File: src/rtl/ccip_avmm_pkg.sv
`default_nettype none
// ============================================================================
//  Module      : ccip_avmm_pkg
//  Description : Shared types for the CCI-P MMIO to Avalon-MM bridge.
//                Contains the decoded MMIO command, the master command queue
//                entry, the read tag, and the command-to-master conversion.
//  Revision    : 1.0  initial release
// ============================================================================
package ccip_avmm_pkg;

    localparam int MMIO_TID_WIDTH = 9;
    localparam int AVM_ADDR_WIDTH = 18;

    // Decoded MMIO packet as delivered by the CCI-P MMIO decoder.
    typedef struct packed {
        logic                      is_read;
        logic                      is_32bit;
        logic [AVM_ADDR_WIDTH-1:0] addr;
        logic [63:0]               write_data;
    } t_ccip_avmm_mmio_cmd;

    // One Avalon-MM master request, already lane-steered.
    typedef struct packed {
        logic [AVM_ADDR_WIDTH-1:0] address;
        logic [7:0]                byteenable;
        logic [63:0]               writedata;
        logic                      read;
        logic                      write;
    } t_master_cmd_queue;

    // Bookkeeping needed to shape and tag a read response.
    typedef struct packed {
        logic [MMIO_TID_WIDTH-1:0] tid;
        logic                      is_32bit;
        logic                      upper;
    } t_mmio_rd_tag;

    // Command buffer entry: request plus the tag to use if it is a read.
    typedef struct packed {
        t_master_cmd_queue mc;
        t_mmio_rd_tag      tag;
    } t_cmd_entry;

    // 32-bit accesses select a half of the 64-bit word with addr[2]; write
    // data is replicated into both halves so the enabled lanes carry it.
    function automatic t_master_cmd_queue mmio_cmd_to_master(input t_ccip_avmm_mmio_cmd c);
        t_master_cmd_queue m;
        m.address = {c.addr[AVM_ADDR_WIDTH-1:3], 3'b000};
        if (c.is_32bit) begin
            m.byteenable = c.addr[2] ? 8'hF0 : 8'h0F;
            m.writedata  = {2{c.write_data[31:0]}};
        end else begin
            m.byteenable = 8'hFF;
            m.writedata  = c.write_data;
        end
        m.read  = c.is_read;
        m.write = !c.is_read;
        return m;
    endfunction

endpackage
`default_nettype wire

File: src/rtl/ccip_avmm_sync_fifo.sv
`default_nettype none
// ============================================================================
//  Module      : ccip_avmm_sync_fifo
//  Description : Single-clock show-ahead FIFO. The head entry is visible on
//                o_rd_data whenever o_empty is low. Pushes while full and pops
//                while empty are ignored (a push while full is dropped even if
//                a pop happens in the same cycle).
//  Ports       : clk, rst (sync, active-high), i_push/i_wr_data, i_pop,
//                o_rd_data, o_full, o_empty, o_count
//  Revision    : 1.0  initial release
// ============================================================================
module ccip_avmm_sync_fifo #(
    parameter int WIDTH = 8,
    parameter int DEPTH = 4
) (
    input  logic                     clk,
    input  logic                     rst,
    input  logic                     i_push,
    input  logic [WIDTH-1:0]         i_wr_data,
    input  logic                     i_pop,
    output logic [WIDTH-1:0]         o_rd_data,
    output logic                     o_full,
    output logic                     o_empty,
    output logic [$clog2(DEPTH):0]   o_count
);

    localparam int c_AW = $clog2(DEPTH);
    localparam int c_CW = c_AW + 1;

    logic [WIDTH-1:0] r_mem [DEPTH];
    logic [c_AW-1:0]  r_wr_ptr;
    logic [c_AW-1:0]  r_rd_ptr;
    logic [c_CW-1:0]  r_count;
    logic             w_push_ok;
    logic             w_pop_ok;

    assign o_full    = (r_count == c_CW'(DEPTH));
    assign o_empty   = (r_count == '0);
    assign o_count   = r_count;
    assign o_rd_data = r_mem[r_rd_ptr];

    assign w_push_ok = i_push && !o_full;
    assign w_pop_ok  = i_pop && !o_empty;

    // Storage needs no reset; pointers and count define validity.
    always_ff @(posedge clk) begin
        if (w_push_ok) begin
            r_mem[r_wr_ptr] <= i_wr_data;
        end
    end

    // DEPTH is a power of two, so the pointers wrap naturally.
    always_ff @(posedge clk) begin
        if (rst) begin
            r_wr_ptr <= '0;
            r_rd_ptr <= '0;
            r_count  <= '0;
        end else begin
            if (w_push_ok) r_wr_ptr <= r_wr_ptr + 1'b1;
            if (w_pop_ok)  r_rd_ptr <= r_rd_ptr + 1'b1;
            r_count <= r_count + c_CW'(w_push_ok) - c_CW'(w_pop_ok);
        end
    end

endmodule
`default_nettype wire

File: src/rtl/ccip_avmm_mmio_sequencer.sv
`default_nettype none
// ============================================================================
//  Module      : ccip_avmm_mmio_sequencer
//  Description : Buffers decoded CCI-P MMIO commands, converts them to
//                Avalon-MM requests, issues them in order under waitrequest,
//                caps outstanding reads and returns tid-tagged read data.
//  Ports       : clk, reset (sync, active-high)
//                cmd_valid/cmd/cmd_tid, cmd_almost_full   - MMIO side
//                avm_*                                    - Avalon-MM master
//                rsp_valid/rsp_tid/rsp_data               - read responses
//                err_overflow, err_orphan_rsp             - sticky errors
//  Revision    : 1.0  initial release
// ============================================================================
module ccip_avmm_mmio_sequencer
    import ccip_avmm_pkg::*;
#(
    parameter int CMD_FIFO_DEPTH     = 8,
    parameter int MAX_RD_OUTSTANDING = 4,
    // Must not exceed MMIO_TID_WIDTH; the tag store is sized by the package.
    parameter int TID_WIDTH          = MMIO_TID_WIDTH
) (
    input  logic                      clk,
    input  logic                      reset,
    input  logic                      cmd_valid,
    input  t_ccip_avmm_mmio_cmd       cmd,
    input  logic [TID_WIDTH-1:0]      cmd_tid,
    output logic                      cmd_almost_full,
    output logic [AVM_ADDR_WIDTH-1:0] avm_address,
    output logic [7:0]                avm_byteenable,
    output logic [63:0]               avm_writedata,
    output logic                      avm_read,
    output logic                      avm_write,
    input  logic                      avm_waitrequest,
    input  logic [63:0]               avm_readdata,
    input  logic                      avm_readdatavalid,
    output logic                      rsp_valid,
    output logic [TID_WIDTH-1:0]      rsp_tid,
    output logic [63:0]               rsp_data,
    output logic                      err_overflow,
    output logic                      err_orphan_rsp
);

    localparam int c_CMD_CW  = $clog2(CMD_FIFO_DEPTH) + 1;
    localparam int c_TAG_CW  = $clog2(MAX_RD_OUTSTANDING) + 1;
    localparam int c_ENTRY_W = $bits(t_cmd_entry);
    localparam int c_TAG_W   = $bits(t_mmio_rd_tag);

    // ---------------------------------------------------------------- command buffer
    t_cmd_entry          w_push_entry;
    t_cmd_entry          w_head;
    logic                w_cmd_push;
    logic                w_cmd_pop;
    logic                w_cmd_full;
    logic                w_cmd_empty;
    logic [c_CMD_CW-1:0] w_cmd_count;
    logic [c_CMD_CW-1:0] w_cmd_next_count;

    always_comb begin
        w_push_entry.mc           = mmio_cmd_to_master(cmd);
        w_push_entry.tag.tid      = MMIO_TID_WIDTH'(cmd_tid);
        w_push_entry.tag.is_32bit = cmd.is_32bit;
        w_push_entry.tag.upper    = cmd.addr[2];
    end

    assign w_cmd_push = cmd_valid && !w_cmd_full;

    ccip_avmm_sync_fifo #(
        .WIDTH (c_ENTRY_W),
        .DEPTH (CMD_FIFO_DEPTH)
    ) u_cmd_fifo (
        .clk       (clk),
        .rst       (reset),
        .i_push    (w_cmd_push),
        .i_wr_data (w_push_entry),
        .i_pop     (w_cmd_pop),
        .o_rd_data (w_head),
        .o_full    (w_cmd_full),
        .o_empty   (w_cmd_empty),
        .o_count   (w_cmd_count)
    );

    // ---------------------------------------------------------------- issue
    logic                r_outstanding_dummy_unused;
    logic [c_TAG_CW-1:0] r_outstanding;
    logic                w_head_valid;
    logic                w_rd_blocked;
    logic                w_avm_read;
    logic                w_avm_write;
    logic                w_rd_accept;

    assign w_head_valid = !w_cmd_empty;
    assign w_rd_blocked = (r_outstanding == c_TAG_CW'(MAX_RD_OUTSTANDING));
    assign w_avm_read   = w_head_valid && w_head.mc.read && !w_rd_blocked;
    assign w_avm_write  = w_head_valid && w_head.mc.write;
    // The head only moves on acceptance, so every avm_* output stays put
    // for as long as the slave stalls.
    assign w_cmd_pop    = (w_avm_read || w_avm_write) && !avm_waitrequest;
    assign w_rd_accept  = w_avm_read && !avm_waitrequest;

    assign avm_read       = w_avm_read;
    assign avm_write      = w_avm_write;
    assign avm_address    = w_head_valid ? w_head.mc.address    : '0;
    assign avm_byteenable = w_head_valid ? w_head.mc.byteenable : '0;
    assign avm_writedata  = w_head_valid ? w_head.mc.writedata  : '0;

    assign w_cmd_next_count = w_cmd_count + c_CMD_CW'(w_cmd_push) - c_CMD_CW'(w_cmd_pop);

    // ---------------------------------------------------------------- read tags
    t_mmio_rd_tag        w_tag_head;
    logic                w_tag_pop;
    logic                w_tag_full;
    logic                w_tag_empty;
    logic [c_TAG_CW-1:0] w_tag_count;
    logic [63:0]         w_rsp_data_sel;

    // Reads stop issuing at MAX_RD_OUTSTANDING, so this FIFO never overflows.
    ccip_avmm_sync_fifo #(
        .WIDTH (c_TAG_W),
        .DEPTH (MAX_RD_OUTSTANDING)
    ) u_tag_fifo (
        .clk       (clk),
        .rst       (reset),
        .i_push    (w_rd_accept),
        .i_wr_data (w_head.tag),
        .i_pop     (w_tag_pop),
        .o_rd_data (w_tag_head),
        .o_full    (w_tag_full),
        .o_empty   (w_tag_empty),
        .o_count   (w_tag_count)
    );

    // Data with no matching tag is an orphan and is not consumed as a response.
    assign w_tag_pop = avm_readdatavalid && !w_tag_empty;

    always_comb begin
        w_rsp_data_sel = avm_readdata;
        if (w_tag_head.is_32bit) begin
            w_rsp_data_sel = w_tag_head.upper ? {32'b0, avm_readdata[63:32]}
                                              : {32'b0, avm_readdata[31:0]};
        end
    end

    // ---------------------------------------------------------------- registered state
    logic                 r_almost_full;
    logic                 r_rsp_valid;
    logic [TID_WIDTH-1:0] r_rsp_tid;
    logic [63:0]          r_rsp_data;
    logic                 r_err_overflow;
    logic                 r_err_orphan;

    always_ff @(posedge clk) begin
        if (reset) begin
            r_almost_full  <= 1'b0;
            r_outstanding  <= '0;
            r_rsp_valid    <= 1'b0;
            r_rsp_tid      <= '0;
            r_rsp_data     <= '0;
            r_err_overflow <= 1'b0;
            r_err_orphan   <= 1'b0;
        end else begin
            r_almost_full <= (w_cmd_next_count >= c_CMD_CW'(CMD_FIFO_DEPTH - 2));
            r_outstanding <= r_outstanding + c_TAG_CW'(w_rd_accept) - c_TAG_CW'(w_tag_pop);
            r_rsp_valid   <= w_tag_pop;
            if (w_tag_pop) begin
                r_rsp_tid  <= TID_WIDTH'(w_tag_head.tid);
                r_rsp_data <= w_rsp_data_sel;
            end
            if (cmd_valid && w_cmd_full) begin
                r_err_overflow <= 1'b1;
            end
            if (avm_readdatavalid && w_tag_empty) begin
                r_err_orphan <= 1'b1;
            end
        end
    end

    assign r_outstanding_dummy_unused = 1'b0;

    assign cmd_almost_full = r_almost_full;
    assign rsp_valid       = r_rsp_valid;
    assign rsp_tid         = r_rsp_tid;
    assign rsp_data        = r_rsp_data;
    assign err_overflow    = r_err_overflow;
    assign err_orphan_rsp  = r_err_orphan;

    // Tag FIFO status is implied by r_outstanding and not otherwise needed.
    logic w_unused_ok;
    assign w_unused_ok = &{1'b0, w_tag_full, w_tag_count, r_outstanding_dummy_unused};

endmodule
`default_nettype wire

File: config.mk
export PLATFORM = sky130hd
export DESIGN_NAME = ccip_avmm_mmio_sequencer
export DESIGN_NICKNAME = d
export VERILOG_FILES = /design/src/rtl/ccip_avmm_pkg.sv /design/src/rtl/ccip_avmm_sync_fifo.sv /design/src/rtl/ccip_avmm_mmio_sequencer.sv
export SDC_FILE = /design/constraint.sdc
export NUM_CORES = 1
export LEC_CHECK = 0
export ABC_AREA = 1
export CAP_MARGIN = 20
export CORE_ASPECT_RATIO = 1.25
export CORE_MARGIN = 5
export CORE_UTILIZATION = 57
export CTS_CLUSTER_DIAMETER = 150
export DETAILED_ROUTE_END_ITERATION = 8
export GPL_TIMING_DRIVEN = 0
export PLACE_DENSITY_LB_ADDON = 0.2
export REMOVE_ABC_BUFFERS = 1
export SLEW_MARGIN = 0
export SYNTH_ARGS = -nofsm -noshare
export SYNTH_HDL_FRONTEND = slang
export SYNTH_SLANG_ARGS = --single-unit
File: constraint.sdc
create_clock -name clk -period 7.65 [get_ports clk]
set_clock_uncertainty 0.1 [all_clocks]
set_input_delay 1.1475 -clock clk [delete_from_list [all_inputs] [get_ports clk]]
set_output_delay 1.1475 -clock clk [all_outputs]
set_load 0.005 [all_outputs]
==> flow_metrics.env, run 1 <==
export IMPL_htreeDepth=3
export IMPL_cp_arrival_ns=4.17
export IMPL_final_setup_viol_count=0
export IMPL_wl_mm=89.9
export IMPL_startpoint_type="flop"
export IMPL_crit_path_end_kind="output pin"
export IMPL_fin_crit_sh_pct=70.8
export IMPL_drv_cap=0
export IMPL_cp_data_required_time_ns=6.40
export IMPL_multi_input_area_sq_mm=0.00855
export IMPL_worst_path_buf_inv=4
export IMPL_cp_slowest_stage_delay_ns=0.62
export IMPL_rows=102
export IMPL_synthMostInstantiatedCell="edfxtp_1"
export IMPL_max_freq_mhz=185
export IMPL_regToRegSetupSlack_ns=3.23
export IMPL_cpMaxStageDelayCell="clkdlybuf4s50_1"
export IMPL_port_buffer_count=325
export IMPL_seqCellArea_sq_mm=0.0260
export IMPL_die_w_microns=234
export IMPL_grt_use_met1_pct=32.8
export IMPL_tritoncts_num_sinks=898
export IMPL_cts_buffers=86
export IMPL_synthMuxAreaShare_pct=1.01
export IMPL_dp_slack_ns=2.88
export IMPL_synth_adder_area_share_pct=0.889
export IMPL_yosys_area_share_xor_xnor_pct=0.123
export IMPL_yosysWarnings=0
export IMPL_setup_ws_ns=2.23
export IMPL_cts_root_buf="clkbuf_16"
export IMPL_max_vdd_ir_drop_uv=272
export IMPL_tns_ns=0
export IMPL_critPathMostFrequentCell="buf_16"
export IMPL_ios=331
export IMPL_leakage_uw=0.0149
export IMPL_drc_errors=0
export IMPL_cpLargestDelayFamily="buffers and inverters"
export IMPL_cts_tree="built"
export IMPL_avgSynthCellArea_sq_um=12.1
export IMPL_layout_drive_gt1_share_pct=7.28
export IMPL_synthTopCellsByArea="edfxtp_1, nor2_1, o21ai_0"
export IMPL_final_max_slew_violation_count=0
export IMPL_worst_pin_slew_ns=1.22
export IMPL_ys_ff_latch=898
export IMPL_ys_seq_area_share_pct=72.6
export IMPL_ys_top_cells_by_count="edfxtp_1, nor2_1, o21ai_0, o22ai_1, nand2_1"
export IMPL_worstPathCellList="buf_16, inv_8, buf_16, o21ai_0, o22ai_1, o21ai_1, nor2_1, clkdlybuf4s50_1"
export IMPL_via_per_inst=5.94
export IMPL_grt_max_degree=187
export IMPL_nets=3401
export IMPL_grt_overflow_total=0
export IMPL_die_area_sq_mm=0.0678
export IMPL_clkLatencyLatePin_ns=0.63
export IMPL_synthFlopType="edfxtp_1"
export IMPL_synth_top_area_share_pct=66.9
export IMPL_syn_to_final_growth_pct=20.8
export IMPL_dp_hpwl_mm=51.3
export IMPL_post_cts_buffers=0
export IMPL_grt_usage_pct=25.7
export IMPL_initial_utilization_pct=57.6
export IMPL_crit_type="flop to output pin"
export IMPL_grtUsageMet3_pct=4.63
export IMPL_hp_class="flop to flop"
export IMPL_slew_headroom_pct=18.8
export IMPL_path_max_fanout=186
export IMPL_netlist_instances=2961
export IMPL_cts_resized=0
export IMPL_ant_nets=0
export IMPL_synth_edf_count=796
export IMPL_clkSlewWorstSetupHoldPaths_ns=0.06
export IMPL_clockBufferDepth=3
export IMPL_post_drt_wl_per_cell_microns=21.8
export IMPL_fill_cells=4352
export IMPL_grt_pass1_wl_mm=137
export IMPL_yosys_area_top_type="edfxtp_1"
export IMPL_core_area_sq_mm=0.0620
export IMPL_hold_violations=0
export IMPL_period_needed_ns=5.42
export IMPL_grt_busiest_layer="met2"
export IMPL_status="finished, final reports clean"
export IMPL_place_gp_congestion=0.767
export IMPL_dr_pass1_iters=5
export IMPL_antenna_found_initial=3
export IMPL_rsz0062_at_grt="false"
export IMPL_via_count=24500
export IMPL_async_reset_ff_share_pct=0
export IMPL_power_density_mw_per_mm2=373
export IMPL_grt_pass1_vias=24900
export IMPL_synth_compound_area_share_pct=11.5
export IMPL_hold_buffers=0
export IMPL_die_h_microns=290
export IMPL_synth_area_sq_mm=0.0357
export IMPL_synth_cell_type_count=32
export IMPL_drt_iter0_markers=2270
export IMPL_synthSimpleGateAreaFrac_pct=10.1
export IMPL_synth_top_family_by_area="compound AO/OA/AOI/OAI gates"
export IMPL_whs_ns=0.366
export IMPL_globalRouteMet2Util_pct=44.2
## per-layer routing
| metal | share of wire, % | vias to the layer above |
|---|---|---|
| met4 | 2.9 | 4 |
| met5 | 0.036 | - |
| met3 | 8.0 | 185 |
| met1 | 38 | 12000 |
| li1 | - | 11100 |
| met2 | 51 | 1123 |
## through the flow
stage	power [uW]	util [%]	instances	cell area (sq um)
4_1_cts	16200	69.6	4114	43200
3_5_place_dp	11800	64.9	3958	40300
6_report	16100	69.6	4117	43200
3_3_place_gp	11600	63.0	3909	39100
2_1_floorplan	9250	-	2752	34800
5_1_grt	17000	69.6	4117	43200
## tightest hold or removal path: stages (launching register included)
cell	delay [ns]
dfxtp_1	0.31
inv_1	0.05
a21oi_1	0.06
## power breakdown
| part | leakage, uW | total (uW) | switching (uW) | internal (uW) |
|---|---|---|---|---|
| sequential | 0.00806 | 6130 | 271 | 5850 |
| clock | 0.00140 | 4350 | 1790 | 2550 |
| combinational | 0.00547 | 5640 | 3350 | 2300 |
## logic make-up (layout without fill, tap and decap cells)
logic type,Yosys count,count (layout)
multiplexers,32,32
adder cells (fa/ha/maj),23,23
AND/OR/NAND/NOR,931,931
other,1,4
AO/OA/AOI/OAI,763,763
buffers and inverters,308,629
XOR/XNOR,5,5
flip-flops,898,898
## registers in the layout, summed over array words and instances (netlist names), 2 cells and up, named ones only
| signal | flops |
|---|---|
| r_outstanding | 3 |
| rsp_data | 64 |
| rsp_tid | 9 |
| u_cmd_fifo.o_count | 4 |
| u_cmd_fifo.r_mem | 752 |
| u_cmd_fifo.r_rd_ptr | 3 |
| u_cmd_fifo.r_wr_ptr | 3 |
| u_tag_fifo.o_count | 3 |
| u_tag_fifo.r_mem | 44 |
| u_tag_fifo.r_rd_ptr | 2 |
| u_tag_fifo.r_wr_ptr | 2 |
## layout make-up
type	count	area share, %
sequential	898	60.1
multi-input combinational	1757	19.8
timing repair buffer	376	10.1
clock buffer	94	5.10
tap	832	2.41
clock inverter	62	1.58
inverter	97	0.890
antenna	1	0.00580
## cell usage in the layout, fill, tap and decap left out, types with 32 or more instances in the layout
cell type	netlist	final
a21oi_1	45	45
buf_12	0	34
clkbuf_16	0	87
clkdlybuf4s50_1	0	323
dfxtp_1	102	99
edfxtp_1	796	796
inv_1	93	91
mux2_2	32	32
nand2_1	148	148
nand3_1	83	82
nor2_1	693	685
o21ai_0	454	454
o21ai_1	65	65
o22ai_1	173	173
## path summary, 6_finish.rpt
path,cells after the start,startpoint,end
max,8,flop,avm_byteenable[7]
min,2,err_overflow,err_overflow
max reg2reg,19,flop,cmd_almost_full
min reg2reg,2,err_overflow,err_overflow
(Power assumes the default switching activity.)
==> inputs of run 2 (changes only) <==
- clock period: 7.65 -> 5.63 ns (I/O delays scaled with it)
==> results of run 2 <==
Same layout as run 1 (identical final DEF). Status: finished, final reports clean.
Main changes from that run: setup slack after placement 2.88 ns -> 1.16 ns; setup slack after layout 2.23 ns -> 0.516 ns; register-to-register setup slack 3.23 ns -> 1.21 ns; total power 16100 uW -> 21900 uW; worst IR drop on VDD 272 uV -> 369 uV
